**src/rtl/pc_sequencer.sv**
```systemverilog
// rtl/pc_sequencer.sv - next-PC controller: sequential fetch, redirect, stall, backpressure, halt
// Drives the fetch PC register input/enable and generates pipeline flush strobes.
module pc_sequencer #(
  parameter int                ADDR_W       = 64,
  parameter int                INSTR_BYTES  = 4,
  parameter int                FLUSH_CYCLES = 2,
  parameter logic [ADDR_W-1:0] RESET_VECTOR = '0
) (
  input  logic              clk,
  input  logic              reset,
  input  logic [ADDR_W-1:0] pc_current,
  input  logic              stall_i,
  input  logic              branch_taken,
  input  logic [ADDR_W-1:0] branch_target,
  input  logic              imem_ready,
  input  logic              halt_req,
  output logic [ADDR_W-1:0] pc_next,
  output logic              pc_write,
  output logic              if_valid,
  output logic              flush_ifid,
  output logic              flush_idex,
  output logic              halted,
  output logic              misalign_err,
  output logic [31:0]       stall_count
);

  typedef enum logic [1:0] {
    FETCH  = 2'd0,
    STALL  = 2'd1,
    FLUSH  = 2'd2,
    HALTED = 2'd3
  } state_t;

  state_t      state_q, state_d;
  logic [3:0]  flush_cnt_q, flush_cnt_d;
  logic        misalign_d;
  logic [31:0] stall_count_d;
  logic [ADDR_W-1:0] pc_seq;

  assign pc_seq = pc_current + ADDR_W'(INSTR_BYTES);

  always_ff @(posedge clk) begin
    if (reset) begin
      state_q      <= FETCH;
      flush_cnt_q  <= 4'd0;
      misalign_err <= 1'b0;
      stall_count  <= 32'd0;
    end else begin
      state_q      <= state_d;
      flush_cnt_q  <= flush_cnt_d;
      misalign_err <= misalign_d;
      stall_count  <= stall_count_d;
    end
  end

  always_comb begin
    state_d       = state_q;
    flush_cnt_d   = flush_cnt_q;
    misalign_d    = misalign_err;
    stall_count_d = stall_count;
    pc_next       = pc_current;
    pc_write      = 1'b0;
    if_valid      = 1'b0;
    flush_ifid    = 1'b0;
    flush_idex    = 1'b0;
    halted        = 1'b0;

    if (reset) begin
      pc_next = RESET_VECTOR;
    end else begin
      unique case (state_q)
        FETCH, STALL: begin
          if (halt_req) begin
            state_d = HALTED;
          end else if (branch_taken && (branch_target[1:0] != 2'b00)) begin
            misalign_d = 1'b1;
            state_d    = HALTED;
          end else if (branch_taken) begin
            // Redirect wins over stall and backpressure; the target is loaded now.
            pc_next    = branch_target;
            pc_write   = 1'b1;
            flush_ifid = 1'b1;
            flush_idex = 1'b1;
            if (FLUSH_CYCLES > 1) begin
              state_d     = FLUSH;
              flush_cnt_d = 4'(FLUSH_CYCLES - 1);
            end else begin
              state_d = FETCH;
            end
          end else if (stall_i) begin
            flush_idex = 1'b1;
            state_d    = STALL;
            if (stall_count != 32'hFFFF_FFFF)
              stall_count_d = stall_count + 32'd1;
          end else if (!imem_ready) begin
            state_d = FETCH;
          end else begin
            pc_next  = pc_seq;
            pc_write = 1'b1;
            if_valid = 1'b1;
            state_d  = FETCH;
          end
        end
        FLUSH: begin
          // Wrong-path cycles: branch/stall ignored, only ready cycles consume the count.
          pc_next    = pc_seq;
          pc_write   = imem_ready;
          flush_ifid = 1'b1;
          if (halt_req) begin
            state_d = HALTED;
          end else if (imem_ready) begin
            flush_cnt_d = flush_cnt_q - 4'd1;
            if (flush_cnt_q <= 4'd1)
              state_d = FETCH;
          end
        end
        HALTED: begin
          halted = 1'b1;
        end
        default: state_d = FETCH;
      endcase
    end
  end

endmodule

```
**config.mk**
```make
export PLATFORM = sky130hd
export DESIGN_NAME = pc_sequencer
export DESIGN_NICKNAME = d
export VERILOG_FILES = /design/src/rtl/pc_sequencer.sv
export SDC_FILE = /design/constraint.sdc
export NUM_CORES = 1
export LEC_CHECK = 0
export CAP_MARGIN = 40
export CORE_MARGIN = 3
export CORE_UTILIZATION = 45
export DETAILED_ROUTE_END_ITERATION = 12
export PLACE_DENSITY = 0.91
export REMOVE_ABC_BUFFERS = 1
export SLEW_MARGIN = 20
export SYNTH_ARGS = -nofsm -noshare
export SYNTH_HDL_FRONTEND = slang
export SYNTH_SLANG_ARGS = --single-unit
```
**constraint.sdc**
```tcl
create_clock -name clk -period 4.2 [get_ports clk]
set_input_delay 0.84 -clock clk [delete_from_list [all_inputs] [get_ports clk]]
set_output_delay 0.84 -clock clk [all_outputs]
set_load 0.02 [all_outputs]
```
* Yosys cells after proc, flatten, opt, wreduce, memory -nomap -nowiden
Index checks and enable logic that the tools add are counted.
** Word-level totals
- Output and inout bits :: 102
- Input bits :: 134
- Bits in registers :: 39
** Operators by class
- $add $sub $neg :: 3
- Reductions and logical operators :: 9
- Equal/unequal tests :: 11
- Multiplexer cells :: 46
- Bitwise operators :: 3
- $lt $le $gt $ge :: 1
** Operator list (count)
- $mux W64 :: 6
- $pmux W64 S2 :: 1
- $add A64 B3 Y64 const B :: 1
- $add A32 B1 Y32 const B :: 1
- $ne A32 B32 Y1 const B :: 1
- $mux W1 :: 24
- $mux W4 :: 5
- $mux W2 :: 6
- $reduce_and A6 Y1 :: 2
- $ne A2 B2 Y1 const B :: 5
- $pmux W4 S2 :: 1
- $ne A3 B3 Y1 const B :: 2
- $reduce_and A3 Y1 :: 2
- $eq A2 B2 Y1 const B :: 2
- $le A4 B1 Y1 const B :: 1
- $pmux W1 S2 :: 2
- $pmux W2 S2 :: 1
- $reduce_bool A2 Y1 :: 2
- $sub A4 B1 Y4 const B :: 1
- $not A1 Y1 :: 3
- $eq A2 B1 Y1 const B :: 1
- $logic_not A2 Y1 :: 1
- $reduce_or A2 Y1 :: 1
- $logic_and A1 B1 Y1 :: 1

* Logic depth before layout (Yosys ltp)
Gate-level depths: netlist (run 1).
- Depth after elaboration :: 8
- Depth in mapped cells :: 9

* Worst setup path before layout (run 1)
OpenSTA, ideal clock, no wires.
- Path kind :: in2out
- Start point :: input stall_i
- End point :: output pc_next[2]
- Slack :: 0.383 ns
- Path buffers :: 1
- Arrival :: 2.977 ns
- Stages on the path :: 5
- Cells stage by stage :: or4b_1 -> clkbuf_1 -> a31oi_2 -> nor2_1 -> a2111oi_0
** On the way
- Word-level cells in the longest chain between the ends :: 6
** RTL lines
- from (decl) :: line 12 : input logic stall_i,
- $mux W64 :: line 90 : end else if (stall_i) begin
- $mux W64 :: line 78 : end else if (branch_taken) begin
- $mux W64 :: line 75 : end else if (branch_taken && (branch_target[1:0] != 2'b00)) begin
- $mux W64 :: line 73 : if (halt_req) begin
- $pmux W64 S2 :: line 71 : unique case (state_q)
- $mux W64 :: line 68 : if (reset) begin
- to (decl) :: line 17 : output logic [ADDR_W-1:0] pc_next,
No other way between the ends.

* Final worst setup path (run 1)
- Start point :: input branch_taken
- End point :: output pc_next[31]
** On the way
- Word-level cells in the longest chain between the ends :: 5
- Elaborated cells between the ends (all ways) :: 6
** RTL lines
- from (decl) :: line 13 : input logic branch_taken,
- $mux W64 / $logic_and A1 B1 Y1 (equally long branches) :: line 78, 75
- $mux W64 * :: line 75
- $mux W64 * :: line 73
- $pmux W64 S2 * :: line 71
- $mux W64 * :: line 68
Every way passes the cells marked *; elsewhere a longest branch is shown, timed or not.

==> out/results.txt, run 1 <==
Synth Instances -> 789
Hold_buf cts -> 0
Area growth syn-to-layout -> 68.73%
Register area -> 780.7 um^2
Max Cap Viol -> 0
Via density -> 6.806
WL final -> 26170 um
CP Capture Type -> output pin
Switching pwr -> 578.9 uW
Num ports -> 236
Largest net degree at the start of global routing -> 35
Number of synthesized flops with an enable pin -> 0
Yosys top cell area share -> 14.64%
Compound-Gate Fraction of Synth Area -> 32.89%
Max FO, Critical Path -> 13
Hold endpoint -> misalign_err
GPL Wtd Cong -> 1.064
RR Endpoint -> stall_count[15]
Final hold violation count -> 0
Clk_lat worst skew -> 290 ps
Hold path startpoint -> misalign_err
Max clock buf depth -> 2
Clk pin slew, worst setup/hold paths -> 60 ps
Synthesized area per cell -> 6.760 um^2
CP max stage cell -> or3b_2
Port Buffers -> 235
CTS root buffer -> clkbuf_16
Clk sink count -> 39
Post-route setup TNS -> 0 ps
Post-synthesis mux area share -> 1.009%
Ant diodes -> 0
XOR/XNOR Fraction of Synth Area -> 3.612%
Routed wire per std cell -> 20.69 um
Vias in the first global route -> 8288
Layout Skew -> 6.098 ps
DRC Markers -> 0
Die area -> 13200 um^2
CTS Buf Count -> 5
CP most frequent cell -> buf_4
Layout cells sized above 1 -> 18.98%
Final Cycle Share -> 99.15%
Fill cell count -> 805
Arr. time, crit path -> 3320 ps
Detail Placement HPWL -> 19810 um
Vias -> 8609
Total congestion overflow -> 0
Yosys warning total -> 0
Slew @ Worst Pin -> 653.6 ps
Register area share after synthesis -> 14.64%
Max Slew Vio Count -> 0
Routed Antenna Nets -> 0
Count leader, synth -> nor2_1
Chip height -> 114.9 um
Initial DRC Count -> 1302
Async S/R FF share, synth -> 0%
Maximum VDD drop -> 182.1 uV
Antenna violations before repair -> 0
Pwr per Cell Area -> 180.3 nW/um^2
FF-to-FF Start -> stall_count[7]
Synth Area in Simple Gates -> 40.42%
Slew HR -> 56.32%
DRT Pass-1 Iters -> 9
Worst Hold Depth -> 2
Sequential power share -> 23.7%
Final setup fails -> 0
Util after Layout -> 78.15%
Final net count -> 1259
CP Data Required Time -> 3360 ps
Slowest stage delay, CP -> 460 ps
Status -> completed
Internal reg-to-reg setup slack -> 1520 ps
Worst-case reg-to-reg path depth -> 5
Static Leak -> 3.452 nW
Largest family of logic cells by synthesized area -> simple AND/OR/NAND/NOR gates
Sw Ratio -> 35.68%
Fmax -> 0.2401 GHz
Synth Cell Area -> 5334 um^2
Die width -> 114.9 um
Class of the worst hold path -> reg2reg
Internal -> 1.044 mW
Clock power share -> 27.9%
CP cell instances -> clkdlybuf4s50_1, buf_4, nor4b_1, buf_4, buf_4, a21boi_1, buf_4, or3b_2, o211a_1, dlygate4sd2_1
First-pass GRT wire length -> 40760 um
FF+latch count, synth -> 39
Synth unique cells -> 67
Combinational Power Share -> 48.4%
Synth top area cells -> dfxtp_1 (15%), nor2_1 (6.3%), a21oi_1 (5.3%), o221ai_1 (4.9%), nand4_1 (4.1%)
CTS tree -> yes
Multi-input gate area -> 4268 um^2
Post-synth top cells -> nor2_1 (89), a21oi_1 (56), clkbuf_1 (51)
Area leader, netlist -> dfxtp_1
Fin crit period -> 4164 ps
Core Rows -> 39
CP Class -> in2out
Starting density of the core -> 46.32%
Main synth FF type -> dfxtp_1
H-tree depth -> 2
Adder-Cell Fraction of Synth Area -> 0.9383%
Core region area -> 11520 um^2
CP startpoint kind -> primary input
Total Routing Usage GR -> 37.24%
==> cell type report <==
type	count	area share, %
multi-input combinational	667	47.42
tap	143	1.988
timing repair buffer	392	39.32
sequential	39	8.675
inverter	16	0.6673
clock buffer	6	1.543
clock inverter	2	0.3893
==> worst max-delay path, delay by kind of cell <==
kind	cells	cell delay, ps
buffers and inverters	6	1480
AND/OR/NAND/NOR	2	800
AO/OA/AOI/OAI	2	200
==> per-stage QoR <==
stage	std cells	instance area [um^2]	setup WS (ps)	hold WS [ps]	total power [mW]
CTS	1264	8980	16.59	487.3	1.600
detailed placement	1256	8846	-376.8	471.9	1.189
finish	1265	9000	35.91	493.8	1.623
global route	1265	9000	-2.153	543.4	1.674
floorplan	722	5047	-321.0	483.5	0.6885
global placement	1256	8846	-276.6	449.6	1.172
==> sequential cells by signal, summed over array words and instances (netlist names) <==
name	cells
state_q	2
flush_cnt_q	4
misalign_err	1
stall_count	32
==> how the worst max path moves through the flow <==
stage / startpoint / cells after the start / slack [ps] / end
floorplan: stall_i / 3 / -320 / pc_next[7]
global placement: pc_current[22] / 9 / -280 / pc_next[34]
detailed placement: pc_current[17] / 9 / -380 / pc_next[25]
CTS: branch_taken / 10 / 20 / pc_next[12]
global route: imem_ready / 10 / -2 / pc_next[47]
finish: branch_taken / 10 / 40 / pc_next[31]
==> cells in the final DEF, fill, tap and decap left out, types with 34 or more instances in the layout <==
cell             synthesis  routed
clkdlybuf4s50_1          0     168
buf_4                    0     150
nor2_1                  89      89
a21oi_1                 56      56
nand2_1                 50      50
dlygate4sd2_1            0      46
nand3_1                 41      40
nor3_1                  39      39
dfxtp_1                 39      39
nand4_1                 35      35
o21ai_0                 35      34
==> timing repair <==
item                       4_1_cts  5_1_grt
gates resized for setup         69       37
pin swaps                        1        3
gates cloned                     0        0
setup endpoints to repair       57       29
setup buffers                    0        1
==> power by group through the flow <==
stage          logic, mW  clock network, mW  registers, mW
2_1_floorplan      0.294                  0          0.394
3_3_place_gp       0.781                  0          0.391
3_5_place_dp       0.798                  0          0.391
4_1_cts            0.769              0.448          0.383
5_1_grt            0.827              0.464          0.384
6_report           0.786              0.453          0.384
==> layer usage <==
layer  GRT usage, %  vias to the layer above  wire length (um)
li1               -                     3783                 -
met1          44.53                     3883              9388
met2          62.62                      764             11880
met3          7.632                      179              3252
met4          19.72                        0              1648
met5              0                        -                 0
==> kinds of logic (layout without fill, tap and decap cells) <==
family | Yosys count | after routing
AO/OA/AOI/OAI | 249 | 249
XOR/XNOR | 22 | 22
adder cells (fa/ha/maj) | 4 | 4
buffers and inverters | 83 | 416
flip-flops | 39 | 39
multiplexers | 5 | 5
AND/OR/NAND/NOR | 387 | 387
(Power assumes the default switching activity.)
==> run 2: changes to the inputs <==
--- a/config.mk
+++ b/config.mk
@@ -6,10 +6,13 @@
 export NUM_CORES = 1
 export LEC_CHECK = 0
 export CAP_MARGIN = 40
+export CELL_PAD_IN_SITES_DETAIL_PLACEMENT = 0
+export CELL_PAD_IN_SITES_GLOBAL_PLACEMENT = 2
 export CORE_MARGIN = 3
-export CORE_UTILIZATION = 45
+export CORE_UTILIZATION = 24
 export DETAILED_ROUTE_END_ITERATION = 12
-export PLACE_DENSITY = 0.91
+export MAX_ROUTING_LAYER = met4
+export PLACE_DENSITY = 0.95
 export REMOVE_ABC_BUFFERS = 1
 export SLEW_MARGIN = 20
 export SYNTH_ARGS = -nofsm -noshare
==> run 2 against run 1 <==
Against the previous run: sequential power hardly changed; design area is 4.8% higher; first-iteration DRC count is 58% lower; utilization is 34 points lower; total power is 0.76% higher; worst setup slack better by 5.4 ps; critical path type unchanged; largest cell class unchanged.
==> out/results.txt, run 2 (synthesis results as in run 1) <==
Status -> completed (unchanged)
Antenna violations before repair -> 1 (was 0)
Worst slack at placement -> -392.6 ps (was -376.8 ps)
Maximum VDD drop -> 151.5 uV (was 182.1 uV)
Die width -> 155.1 um (was 114.9 um)
Worst Path Buf+Inv -> 4 (was 6)
Starting density of the core -> 24.90% (was 46.32%)
Clk sink count -> 39 (unchanged)
CP cell instances -> clkdlybuf4s50_1, buf_4, or3b_2, o21a_1, buf_4, or3_1, and3_1, dlygate4sd2_1 (was clkdlybuf4s50_1, buf_4, nor4b_1, buf_4, buf_4, a21boi_1, buf_4, or3b_2, o211a_1, dlygate4sd2_1)
GPL Wtd Cong -> 1.040 (was 1.064)
Chip height -> 155.1 um (was 114.9 um)
CTS Buf Count -> 5 (unchanged)
DRC Markers -> 0 (unchanged)
Setup ws final -> 41.29 ps (was 35.91 ps)
Vias -> 7984 (was 8609)
CTS tree -> yes (unchanged)
DRT Pass-1 Iters -> 5 (was 9)
Area growth syn-to-layout -> 76.75% (was 68.73%)
Layout Skew -> 8.125 ps (was 6.098 ps)
Biggest register -> stall_count (unchanged)
Cell family with most CP delay -> buffers and inverters (unchanged)
Post-route setup TNS -> 0 ps (unchanged)
Slew @ Worst Pin -> 708.7 ps (was 653.6 ps)
Layout cells sized above 1 -> 23.18% (was 18.98%)
Top Registers -> stall_count x32, flush_cnt_q x4, state_q x2 (unchanged)
CTS root buffer -> clkbuf_16 (unchanged)
Total Routing Usage GR -> 21.64% (was 37.24%)
Final setup fails -> 0 (unchanged)
Fmax -> 0.2405 GHz (was 0.2401 GHz)
Core Rows -> 53 (was 39)
CP startpoint kind -> primary input (unchanged)
Die area -> 24050 um^2 (was 13200 um^2)
Slowest stage delay, CP -> 530 ps (was 460 ps)
Max Slew Vio Count -> 0 (unchanged)
WL final -> 27440 um (was 26170 um)
Core region area -> 21420 um^2 (was 11520 um^2)
Max Cap Viol -> 0 (unchanged)
Initial DRC Count -> 552 (was 1302)
Final hold violation count -> 0 (unchanged)
Slew HR -> 52.36% (was 56.32%)
Overall power -> 1.635 mW (was 1.623 mW)
CP Class -> in2out (unchanged)
Clk pin slew, worst setup/hold paths -> 60 ps (about the same)
CP Capture Type -> output pin (unchanged)
Static Leak -> 3.602 nW (was 3.452 nW)
Final Cycle Share -> 99.02% (was 99.15%)
CP max stage cell -> or3b_2 (unchanged)
CP most frequent cell -> buf_4 (unchanged)
Commonest non-fill, non-tap cells in the layout -> buf_4 (182), clkdlybuf4s50_1 (164), nor2_1 (88) (was clkdlybuf4s50_1 (168), buf_4 (150), nor2_1 (89))
CP Data Required Time -> 3360 ps (about the same)
Max FO, Critical Path -> 9 (was 13)
Class of the worst hold path -> reg2reg (unchanged)
Routed wire per std cell -> 19.16 um (was 20.69 um)
Detail Placement HPWL -> 21400 um (was 19810 um)
Commonest non-fill, non-tap cell in the layout -> buf_4 (was clkdlybuf4s50_1)
Port Buffers -> 235 (unchanged)
Num ports -> 236 (unchanged)
H-tree depth -> 2 (unchanged)
Arr. time, crit path -> 3320 ps (about the same)
Via density -> 5.575 (was 6.806)
Max clock buf depth -> 2 (unchanged)
Final net count -> 1293 (was 1259)
Max reg flops -> 32 (unchanged)
First-pass GRT wire length -> 41240 um (was 40760 um)
Vias in the first global route -> 7415 (was 8288)
Largest net degree at the start of global routing -> 41 (was 35)
Clk_lat worst skew -> 280 ps (was 290 ps)
Routed Antenna Nets -> 0 (unchanged)
Final Cell Area -> 9428 um^2 (was 9000 um^2)
Pwr per Cell Area -> 173.4 nW/um^2 (was 180.3 nW/um^2)
Placement Cell Area -> 9245 um^2 (was 8846 um^2)
Total congestion overflow -> 0 (unchanged)
Fin crit period -> 4159 ps (was 4164 ps)
==> run 2: cell count changes in the layout (fill, tap and decap cells not counted), sizes merged <==
cell | previous run | this run
buf | 160 | 194
dlygate4sd2 | 46 | 36
clkdlybuf4s15 | 3 | 6
clkbuf | 13 | 23
inv | 15 | 16
clkdlybuf4s50 | 168 | 164
diode | 0 | 1
==> run 2: worst min-delay path, stage by stage (launching register included) <==
cell and delay (ps):
dfxtp_1 320, a21oi_1 50, nor2_1 70
==> run 2: per-stage QoR <==
stage / std cells / utilization (%) / hold WS [ps]
after floorplan: 722 / - / 483.5
after global placement: 1417 / 43.16 / 456.3
after detailed placement: 1417 / 43.16 / 455.1
after CTS: 1425 / 43.89 / 471.1
after global routing: 1432 / 44.02 / 505.8
final: 1432 / 44.02 / 469.2
==> run 2: power by group <==
part / leakage (nW) / internal [mW] / total [mW] / switching (mW)
clock: 0.0844 / 0.284 / 0.447 / 0.163
combinational: 3.20 / 0.389 / 0.804 / 0.416
sequential: 0.315 / 0.375 / 0.384 / 0.00924
==> run 2: final cells by class <==
class | instances | area (um^2)
Antenna cell | 1 | 2.502
Clock buffer | 5 | 125.1
Clock inverter | 3 | 47.55
Fill cell | 2240 | 11990
Inverter | 16 | 60.06
Multi-Input combinational cell | 667 | 4303
Sequential cell | 39 | 782.0
Tap cell | 275 | 344.1
Timing Repair Buffer | 426 | 3764
==> run 2: routing by layer <==
metal / part of all wire (%) / vias up / global-route usage [%]
met5: 0 / - / -
met4: 1.8 / 0 / 4.542
met3: 7.8 / 36 / 3.839
met2: 46 / 350 / 34.87
met1: 44 / 3757 / 28.51
li1: - / 3841 / -
==> run 2: final timing paths <==
check                               startpoint              end  slack (ps)  depth (start not counted)
worst min register to register    misalign_err     misalign_err         470                          2
worst max-delay path                imem_ready      pc_next[49]          40                          8
worst min-delay path              misalign_err     misalign_err         470                          2
worst max register to register  stall_count[7]  stall_count[21]        1530                          5
==> run 2: what timing repair did <==
item,CTS,global route
gates cloned,0,1
pin swaps,1,7
gates resized for setup,91,74
setup endpoints to repair,61,43
hold endpoints to repair,0,0
buffers inserted,0,5
hold buffers,0,0
==> run 3: changes to the inputs <==
--- a/config.mk
+++ b/config.mk
@@ -11,7 +11,6 @@
 export CORE_MARGIN = 3
 export CORE_UTILIZATION = 24
 export DETAILED_ROUTE_END_ITERATION = 12
-export MAX_ROUTING_LAYER = met4
 export PLACE_DENSITY = 0.95
 export REMOVE_ABC_BUFFERS = 1
 export SLEW_MARGIN = 20
==> run 3 against run 2 <==
Against the previous run: via count shrank 0.53%; design area is essentially flat; maximum frequency grew 0.44%; worst hold slack gained 16 ps; sequential share of layout area is essentially flat; critical path type unchanged.
==> out/results.txt, run 3 (synthesis results as in run 1) <==
Status -> completed (unchanged)
Max clock buf depth -> 2 (unchanged)
CP Data Required Time -> 3360 ps (about the same)
Core Rows -> 53 (unchanged)
Fmax -> 0.2415 GHz (was 0.2405 GHz)
Pwr per Cell Area -> 165.6 nW/um^2 (was 173.4 nW/um^2)
DR WL met3 -> 2259 um (was 2131 um)
Setup ws final -> 59.66 ps (was 41.29 ps)
Maximum VDD drop -> 138.1 uV (was 151.5 uV)
Die area -> 24050 um^2 (unchanged)
H-tree depth -> 2 (unchanged)
Largest net degree at the start of global routing -> 41 (unchanged)
Static Leak -> 3.572 nW (was 3.602 nW)
DRC Markers -> 0 (unchanged)
CP cell instances -> clkdlybuf4s50_1, nand4_1, or3_1, nor4_4, buf_4, buf_6, buf_4, a211oi_1, a311oi_1, buf_2 (was clkdlybuf4s50_1, buf_4, or3b_2, o21a_1, buf_4, or3_1, and3_1, dlygate4sd2_1)
CP Capture Type -> output pin (unchanged)
CTS root buffer -> clkbuf_16 (unchanged)
CP max stage cell -> clkdlybuf4s50_1 (was or3b_2)
Final setup fails -> 0 (unchanged)
Port Buffers -> 235 (unchanged)
Util after Layout -> 43.97% (was 44.02%)
Initial DRC Count -> 587 (was 552)
Core region area -> 21420 um^2 (unchanged)
Routed wire per std cell -> 19.04 um (was 19.16 um)
Chip height -> 155.1 um (unchanged)
Slowest stage delay, CP -> 580 ps (was 530 ps)
Class of the worst hold path -> reg2reg (unchanged)
Detail Placement HPWL -> 21360 um (was 21400 um)
Top sig layer -> met5 (was met4)
Metal-1 WL -> 11970 um (was 12200 um)
DRT Pass-1 Iters -> 5 (unchanged)
Max reg flops -> 32 (unchanged)
Vias in the first global route -> 7437 (was 7415)
Routed Antenna Nets -> 0 (unchanged)
Biggest register -> stall_count (unchanged)
Starting density of the core -> 24.90% (unchanged)
Die width -> 155.1 um (unchanged)
CP startpoint kind -> primary input (unchanged)
GPL Wtd Cong -> 1.019 (was 1.040)
Vias -> 7942 (was 7984)
Total Routing Usage GR -> 20.92% (was 21.64%)
Total congestion overflow -> 0 (unchanged)
Commonest non-fill, non-tap cell in the layout -> buf_4 (unchanged)
Clk pin slew, worst setup/hold paths -> 60 ps (about the same)
Hold_buf cts -> 0 (unchanged)
Worst Path Buf+Inv -> 5 (was 4)
Clk_lat worst skew -> 280 ps (about the same)
Ant diodes -> 0 (was 1)
Fin crit period -> 4140 ps (was 4159 ps)
Via density -> 5.554 (was 5.575)
WL met2 -> 12450 um (was 12610 um)
CP Class -> in2out (unchanged)
Max FO, Critical Path -> 5 (was 9)
Cell family with most CP delay -> buffers and inverters (unchanged)
Worst slack at placement -> -381.6 ps (was -392.6 ps)
Max Cap Viol -> 0 (unchanged)
Clk sink count -> 39 (unchanged)
WL final -> 27230 um (was 27440 um)
CTS Buf Count -> 5 (unchanged)
Layout Skew -> 4.589 ps (was 8.125 ps)
Commonest non-fill, non-tap cells in the layout -> buf_4 (182), clkdlybuf4s50_1 (166), nor2_1 (88) (was buf_4 (182), clkdlybuf4s50_1 (164), nor2_1 (88))
CTS tree -> yes (unchanged)
Slew HR -> 53.18% (was 52.36%)
Internal reg-to-reg setup slack -> 1540 ps (was 1530 ps)
Antenna violations before repair -> 1 (unchanged)
Slew @ Worst Pin -> 696.4 ps (was 708.7 ps)
Num ports -> 236 (unchanged)
Arr. time, crit path -> 3300 ps (was 3320 ps)
Area growth syn-to-layout -> 76.59% (was 76.75%)
Final Cycle Share -> 98.58% (was 99.02%)
Layout cells sized above 1 -> 22.68% (was 23.18%)
Top Registers -> stall_count x32, flush_cnt_q x4, state_q x2 (unchanged)
CP most frequent cell -> buf_4 (unchanged)
Final net count -> 1292 (was 1293)
Max Slew Vio Count -> 0 (unchanged)
Final hold violation count -> 0 (unchanged)
Fill cell count -> 2216 (was 2240)
First-pass GRT wire length -> 41180 um (was 41240 um)
-- run 3: cell types whose count changed in the layout (fill, tap and decap cells not counted), moves of 2 or more --
cell / change
clkbuf_2: -9
dlygate4sd1_1: +2
dlymetal6s2s_1: -3
clkdlybuf4s50_1: +2
clkinvlp_4: +2
dlygate4sd2_1: +4
-- run 3: power by group --
part           internal (mW)  total, mW  switching, mW
sequential             0.375      0.384        0.00956
clock                  0.219      0.372          0.153
combinational          0.391      0.804          0.413
-- run 3: stage by stage --
stage	TNS, ps	instance area (um^2)	hold slack, ps	instances	power, mW
2_1_floorplan	-5322	5047	483.5	722	0.6885
3_3_place_gp	-13910	9245	474.5	1417	1.224
3_5_place_dp	-15020	9245	477.8	1417	1.224
4_1_cts	0	9376	494.0	1426	1.564
5_1_grt	-115.0	9419	508.8	1430	1.641
6_report	0	9419	485.3	1430	1.560
-- run 3: area by class of cell --
cell class | instances | area, um^2 | share of cell area (%)
clock inverters | 3 | 20.02 | 0.2125
flip-flops and latches | 39 | 782.0 | 8.302
repair buffers | 425 | 3780 | 40.13
inverters | 16 | 60.06 | 0.6376
multi-input cells | 667 | 4308 | 45.74
well taps | 275 | 344.1 | 3.653
clock buffers | 5 | 125.1 | 1.328
-- run 3: worst paths after layout --
check,from,end,cells after the start
worst max register to register,stall_count[7],stall_count[11],5
worst min register to register,misalign_err,misalign_err,2
worst max-delay path,pc_current[30],pc_next[52],10
worst min-delay path,misalign_err,misalign_err,2
-- run 3: tightest hold or removal path, cell delays in order, from the launching register on --
cell and delay (ps):
dfxtp_1 340, a21oi_1 50, nor2_1 70
-- run 3: layer usage --
metal | vias up | GRT usage, %
met5 | - | 0
met4 | 2 | 4.163
met3 | 39 | 4.478
met2 | 316 | 34.44
met1 | 3735 | 28.31
li1 | 3850 | -
-- run 3: timing repair --
action	CTS	global route
setup endpoints to repair	61	45
resized for setup	96	52
setup buffers	1	3
gates cloned	0	1
pin swaps	2	5
